===== config.mk =====
export PLATFORM = sky130hd
export DESIGN_NAME = hex_scan_ctrl
export DESIGN_NICKNAME = d
export VERILOG_FILES = /design/src/rtl/hex_scan_ctrl.sv
export SDC_FILE = /design/constraint.sdc
export NUM_CORES = 1
export LEC_CHECK = 0
export ABC_AREA = 1
export CAP_MARGIN = 30
export CORE_MARGIN = 3
export CORE_UTILIZATION = 25
export DETAILED_ROUTE_END_ITERATION = 12
export PLACE_DENSITY = 0.5
export SYNTH_ARGS = -nofsm -noshare
export SYNTH_HDL_FRONTEND = slang
export SYNTH_SLANG_ARGS = --single-unit

===== constraint.sdc =====
create_clock -name clk_i -period 2.32 [get_ports clk_i]
set_clock_uncertainty 0.2 [all_clocks]
set_input_delay 0.232 -clock clk_i [delete_from_list [all_inputs] [get_ports clk_i]]
set_output_delay 0.232 -clock clk_i [all_outputs]
set_load 0.02 [all_outputs]

===== src/rtl/hex_scan_ctrl.sv =====
// Scan scheduler for an 8-digit seven-segment display: one digit per slot, guard blanking, active-low pins.
// Optional brightness PWM inside the ON window when HEX_SCAN_PWM_EN is defined.
module hex_scan_ctrl #(
    parameter int BLANK_CYCLES = 16,
    parameter int ON_CYCLES    = 2496
) (
    input  logic        clk_i,
    input  logic        rst_i,
    input  logic        en_i,
    input  logic [31:0] digits_i,
    input  logic [7:0]  bitmask_i,
    input  logic [3:0]  bright_i,
    output logic [6:0]  hex_led_o,
    output logic [7:0]  hex_sel_o,
    output logic [2:0]  digit_idx_o,
    output logic        frame_o
);
    localparam int MAX_CYCLES = (BLANK_CYCLES > ON_CYCLES) ? BLANK_CYCLES : ON_CYCLES;
    localparam int CW         = $clog2(MAX_CYCLES + 1);

    localparam logic [CW-1:0] BLANK_LAST = CW'(BLANK_CYCLES - 1);
    localparam logic [CW-1:0] ON_LAST    = CW'(ON_CYCLES - 1);
    localparam logic [6:0]    DARK_LED   = 7'h7F;
    localparam logic [7:0]    DARK_SEL   = 8'hFF;

    typedef enum logic [1:0] {
        IDLE,
        BLANK,
        ON
    } state_t;

    state_t        state;
    logic [CW-1:0] cnt;
    logic [CW-1:0] cnt_nx;
    logic [2:0]    idx_nx;
    logic [3:0]    slot_nib;
    logic          slot_mask;
    logic          pwm_off;
    logic [3:0]    nib_nx;

    function automatic logic [6:0] seg_decode(input logic [3:0] nib);
        logic [6:0] seg;
        case (nib)
            4'h0:    seg = 7'h40;
            4'h1:    seg = 7'h79;
            4'h2:    seg = 7'h24;
            4'h3:    seg = 7'h30;
            4'h4:    seg = 7'h19;
            4'h5:    seg = 7'h12;
            4'h6:    seg = 7'h02;
            4'h7:    seg = 7'h78;
            4'h8:    seg = 7'h00;
            4'h9:    seg = 7'h10;
            4'hA:    seg = 7'h08;
            4'hB:    seg = 7'h03;
            4'hC:    seg = 7'h46;
            4'hD:    seg = 7'h21;
            4'hE:    seg = 7'h06;
            default: seg = 7'h0E;
        endcase
        return seg;
    endfunction

    assign cnt_nx = cnt + CW'(1);
    assign idx_nx = digit_idx_o + 3'd1;
    assign nib_nx = digits_i[{idx_nx, 2'b00} +: 4];

`ifdef HEX_SCAN_PWM_EN
    localparam int PW = CW + 5;

    logic [PW-1:0] bright_ext;
    logic [PW-1:0] thr_prod;
    logic [CW:0]   thr;

    // (bright+1)*ON_CYCLES never exceeds 16*ON_CYCLES, so PW bits hold it untruncated.
    assign bright_ext = {{(PW-4){1'b0}}, bright_i} + PW'(1);
    assign thr_prod   = bright_ext * PW'(ON_CYCLES);

    always_ff @(posedge clk_i or negedge rst_i) begin
        if (!rst_i) begin
            thr <= '0;
        end else if (state == BLANK && cnt == BLANK_LAST) begin
            thr <= thr_prod[PW-1:4];
        end
    end

    assign pwm_off = ({1'b0, cnt_nx} >= thr);
`else
    logic bright_unused;
    assign bright_unused = ^bright_i;
    assign pwm_off       = 1'b0;
`endif

    always_ff @(posedge clk_i or negedge rst_i) begin
        if (!rst_i) begin
            state       <= IDLE;
            cnt         <= '0;
            slot_nib    <= '0;
            slot_mask   <= 1'b0;
            hex_led_o   <= DARK_LED;
            hex_sel_o   <= DARK_SEL;
            digit_idx_o <= '0;
            frame_o     <= 1'b0;
        end else begin
            frame_o <= 1'b0;
            if (!en_i) begin
                state       <= IDLE;
                cnt         <= '0;
                digit_idx_o <= '0;
                hex_led_o   <= DARK_LED;
                hex_sel_o   <= DARK_SEL;
            end else begin
                case (state)
                    IDLE: begin
                        state       <= BLANK;
                        cnt         <= '0;
                        digit_idx_o <= '0;
                        slot_nib    <= digits_i[3:0];
                        slot_mask   <= bitmask_i[0];
                        hex_led_o   <= DARK_LED;
                        hex_sel_o   <= DARK_SEL;
                    end
                    BLANK: begin
                        if (cnt == BLANK_LAST) begin
                            state <= ON;
                            cnt   <= '0;
                            if (slot_mask) begin
                                hex_led_o <= seg_decode(slot_nib);
                                hex_sel_o <= ~(8'b1 << digit_idx_o);
                            end
                        end else begin
                            cnt <= cnt_nx;
                        end
                    end
                    ON: begin
                        if (cnt == ON_LAST) begin
                            state       <= BLANK;
                            cnt         <= '0;
                            digit_idx_o <= idx_nx;
                            slot_nib    <= nib_nx;
                            slot_mask   <= bitmask_i[idx_nx];
                            hex_led_o   <= DARK_LED;
                            hex_sel_o   <= DARK_SEL;
                            frame_o     <= (digit_idx_o == 3'd7);
                        end else begin
                            cnt <= cnt_nx;
                            // Past the PWM threshold the digit stays dark for the rest of the window.
                            if (pwm_off) begin
                                hex_led_o <= DARK_LED;
                                hex_sel_o <= DARK_SEL;
                            end
                        end
                    end
                    default: begin
                        state     <= IDLE;
                        cnt       <= '0;
                        hex_led_o <= DARK_LED;
                        hex_sel_o <= DARK_SEL;
                    end
                endcase
            end
        end
    end

endmodule


### Word-level counts from Yosys, hierarchy flattened

Memories as Yosys holds them, arrays and structs flattened.
Index checks and enable logic that the tools add are counted.

| cells by class | value |
|---|---|
| add/subtract/negate cells | 2 |
| bitwise operators | 1 |
| muxes and demuxes | 30 |
| order comparisons | 1 |
| reduce and logical (&&, ||, !) cells | 6 |
| eq/ne operators | 10 |
| shift-type cells | 2 |

Operators by type and width:

| cell | count |
|---|---|
| 2-to-1 mux 12 bit | 3 |
| 2-to-1 mux 8 bit | 4 |
| indexed part select 32 x 6 -> 4 bit | 1 |
| 2-to-1 mux 7 bit | 4 |
| one-hot mux 12 bit (2 select lines) | 1 |
| one-hot mux 8 bit (2 select lines) | 1 |
| one-hot mux 7 bit (2 select lines) | 1 |
| adder 12 x 1 -> 12 bit, second input constant | 1 |
| equality test 12 bit, second input constant | 1 |
| equality test 12 x 4 -> 1 bit, second input constant | 1 |
| inequality test 3 bit, second input constant | 3 |
| NOT 8 bit | 1 |
| one-hot mux 4 bit (2 select lines) | 1 |
| << shifter 1 x 3 -> 8 bit, first input constant | 1 |
| 2-to-1 mux 2 bit | 3 |
| 2-to-1 mux 3 bit | 2 |
| one-hot mux 2 bit (3 select lines) | 1 |
| one-hot mux 3 bit (2 select lines) | 1 |
| AND reduction 3 bit | 2 |
| 2-to-1 mux 1 bit | 5 |
| less-than comparator 3 x 4 -> 1 bit, second input constant | 1 |
| 2-to-1 mux 4 bit | 1 |
| AND reduction 2 bit | 2 |
| adder 3 x 1 -> 3 bit, second input constant | 1 |
| other kinds (9) | 9 |

| storage, ports and cells | value |
|---|---|
| output and inout port bits | 19 |
| register bits after elaboration | 38 |
| memories kept | 1 |
| word-level logic and storage cells | 61 |
| input bits | 47 |
| bits in read-only memories | 112 |

Memory list:

| memory | words | width | read ports | clocked after Yosys merged registers in | wr ports | RTL line | source |
|---|---|---|---|---|---|---|---|
| (no name shown) | 16 | 7 | 1 | 0 | 0 | 43 | `case (nib)` |

### Longest topological paths before layout

| depth | value |
|---|---|
| depth after elaboration | 6 |
| depth in mapped cells | 10 |
| depth with buffers taken out | 9 |

### Worst setup path after synthesis

Ideal clock, no wire load.

| path | value |
|---|---|
| kind | reg2reg |
| start point | reg digit_idx_o[0] |
| end point | reg slot_nib[2] |
| arrival | 1,867 ps |
| data required time | 2,055 ps |
| setup time | 65 ps |
| setup slack | 188 ps |
| buffers on the path | 2 |
| clock period less this slack | 2,132 ps |
| stages on the path, launching flop included | 11 |
| cells stage by stage | dfrtp_1 inv_1 clkbuf_1 ha_1 clkbuf_1 nand3_1 nand3_1 nand3_1 nand2_1 nand2_1 nand2_1 |

| between the ends | value |
|---|---|
| cells in the longest elaborated chain, start to end | 4 |

Ends and longest elaborated chain:

| element | RTL line | source |
|---|---|---|
| start, declared | 15 | `output logic [2:0] digit_idx_o,` |
| start signal, assigned | 139 | `digit_idx_o <= idx_nx;` |
| adder 3 x 1 -> 3 bit | 65 | `assign idx_nx = digit_idx_o + 3'd1;` |
| indexed part select 32 x 6 -> 4 bit | 66 | `assign nib_nx = digits_i[{idx_nx, 2'b00} +: 4];` |
| 2-to-1 mux 4 bit | 136 | `if (cnt == ON_LAST) begin` |
| one-hot mux 4 bit (2 select lines) | 113 | `case (state)` |
| end signal, assigned | 118 | `slot_nib <= digits_i[3:0];` |
| end signal, assigned | 140 | `slot_nib <= nib_nx;` |
| end, declared | 36 | `logic [3:0] slot_nib;` |

Every way passes these cells. The select of a mux whose other input is x is not followed.
A chain may end at the register's enable or synchronous reset.

### Final worst setup path

| path | value |
|---|---|
| start point | reg digit_idx_o[0] |
| end point | reg slot_nib[0] |

Same word-level chain as after synthesis.

==> results.yml <==
worst_setup_path:
  rr_worst_depth: 10
  worst-endpoint-required_ns: 2.30
  r2r_start: "digit_idx_o[0]$_DFFE_PN0P_"
  critPathKind: "reg2reg"
  crit_start: "digit_idx_o[0]$_DFFE_PN0P_"
  r2r-end: "slot_nib[0]$_DFFE_PN0P_"
  crit_end: "slot_nib[0]$_DFFE_PN0P_"
  cp_max_fo: 13
  cp.arrival_ns: 2.00
  worstSetupStartpointType: "flip-flop"
  rrSetupSlack_ns: 0.30
  end_kind: "flip-flop"
synth:
  synthCells: 408
  async_reset_ff_frac: 1.00
  synth_common_cells: "nand2_1 (152), nand3_1 (57), inv_1 (56)"
  seq_area_frac_synth: 0.351
  ys_ff_latch: 38
  synth_top_cell_area_share: 0.209
  ys_types: 29
  syn_area_per_cell_um2: 6.77
  syn-num-nets: 472
  synthesis.area_mm2: 0.00276
  synth_edf_count: 0
  yosys.area.top_type: "dfrtp_1"
  ys.flop_type: "dfrtp_1"
  yosys_warnings: 0
  netlist_top_cells_area: "dfrtp_1 (21%), nand2_1 (21%), dfstp_2 (14%)"
  synth.most_common_cell: "nand2_1"
placement:
  io_buffers: 61
  dp_cells: 598
  dp_hpwl_um: 5270
  place.gp.congestion: 0.797
detailed_routing:
  ant_nets: 0
  wl_per_cell_um: 11.0
  dr_total_vias: 2570
  vias_per_cell: 4.23
  drc: 0
  drt-initial-drc-count: 137
  firstDrtPassIters: 4
  wirelength_um: 6690
global_routing:
  grt_pass1_vias: 2557
  grt_use_total: 0.113
  grt_overflow: 0
  antenna_found_initial: 0
  grt_first_pass_wirelength_um: 11800
  grt_max_degree: 39
final_layout:
  diodes: 0
  utilization: 0.344
  area_growth_pct: 31.1
  drive_gt1_frac: 0.0828
  stdcell_count: 607
  fin_nets: 534
timing:
  grt_setup_unrepaired: "no"
  drv_slew: 0
  setup_tns_ns: 0
  worst_pin_slew_ns: 0.843
  setup_violations: 0
  fmax_mhz: 495
  hold_ws_ns: 0.261
  fin_crit_ns: 2.02
  fin_crit_sh: 0.870
  finalHoldViolations: 0
  maxSlewHeadroom: 0.438
clock_tree:
  clockBufferDepth: 2
  cts_tree: "done"
  cts.repair.resized: 0
  h-tree-depth: 2
  path_clk_slew_ns: 0.07
  clk_latency_ns: 0.29
  cts.sinks: 38
  cts_made_buffers: 5
  cts-root-buf: "clkbuf_8"
die:
  die_area_mm2: 0.0123
  floorplan.initialDensity: 0.263
  core_area_mm2: 0.0105
  die_w_um: 111
  design.portCount: 66
  rows: 37
  die-height_um: 111
hold_path:
  hp-start: "hex_sel_o[0]$_DFFE_PN1P_"
  min_path_type: "reg2reg"
power:
  power_uw: 3130
  p_per_area_mw_per_mm2: 865
  p_leak_uw: 0.00179
  ir_drop_mv: 0.378
outcome:
  outcome: "finished, final reports clean"
job:
  maxCapViolCount: 0
-- through the flow --
| step | cell area [um2] | setup slack (ns) |
|---|---|---|
| final | 3620 | 0.301 |
| after global routing | 3620 | 0.0480 |
| after CTS | 3620 | 0.278 |
| after detailed placement | 3530 | 0.287 |
| after global placement | 3530 | 0.312 |
| after floorplan | 2760 | 0.188 |
-- worst min path at each step --
stage                               end  slack (ns)  cells after the start
5_1_grt        hex_led_o[4]$_DFFE_PN1P_        0.28                      2
3_5_place_dp           cnt[2]$_DFF_PN0_        0.19                      1
4_1_cts        hex_sel_o[0]$_DFFE_PN1P_        0.27                      2
2_1_floorplan          cnt[0]$_DFF_PN0_       -0.26                      0
6_report       hex_sel_o[0]$_DFFE_PN1P_        0.26                      2
3_3_place_gp           cnt[2]$_DFF_PN0_        0.18                      1
-- power by group --
part	leakage [uW]	switching, uW	internal (uW)
sequential	0.000469	155	909
clock	0.0000450	225	208
combinational	0.00127	968	666
total	0.00179	1350	1780
-- metal layers --
layer | track usage | share of wire | vias to the layer above
met5 | 0 | 0 | -
met4 | 0.0341 | 0.011 | 0
met3 | 0.0322 | 0.084 | 4
met2 | 0.166 | 0.39 | 83
met1 | 0.160 | 0.51 | 1080
li1 | - | - | 1403
-- worst max-delay path: stages, from the launching register on --
cell	delay [ns]
dfrtp_1	0.37
buf_4	0.20
inv_1	0.08
ha_1	0.32
clkinv_1	0.24
nand2_1	0.14
nand3_1	0.10
nand3_1	0.10
nand2_1	0.06
nand2_1	0.06
nand2_1	0.05
-- kinds of logic (layout without fill, tap and decap cells) --
family | Yosys count | count (layout) | share of synthesized area
compound gates | 14 | 14 | 0.0277
xor+xnor | 8 | 8 | 0.0254
fa+ha+maj | 17 | 17 | 0.0771
buf+inv | 73 | 136 | 0.106
flops | 38 | 38 | 0.351
simple gates | 258 | 258 | 0.413
-- layout make-up --
cell class / instances / area (um2)
Clock inverter: 2 / 10.0
Inverter: 57 / 214
Clock buffer: 6 / 72.6
Timing Repair Buffer: 71 / 683
Sequential cell: 38 / 970
Tap cell: 136 / 170
Fill cell: 1142 / 6890
Multi-Input combinational cell: 297 / 1500
-- sequential cells by signal, summed over array words and instances, names as in the netlist --
signal and count:
cnt 12, hex_sel_o 8, hex_led_o 7, slot_nib 4
digit_idx_o 3, state 2, frame_o 1, slot_mask 1
-- cells in the final DEF (no fill, tap or decap), types with 2 or more instances in the layout --
master             n
buf_4              9
clkbuf_8           5
clkdlybuf4s50_1   60
clkinv_2           2
dfrtp_1           23
dfstp_2           15
ha_1              17
inv_1             56
nand2_1          152
nand2_2            3
nand3_1           57
nand4_1           18
nor2_1            19
nor3_1             4
o21ai_0           10
xor2_1             7
-- what timing repair did --
item,CTS,global route
hold buffers,1,0
hold endpoints to repair,23,0
buffers inserted,0,0
(Power assumes the default switching activity.)
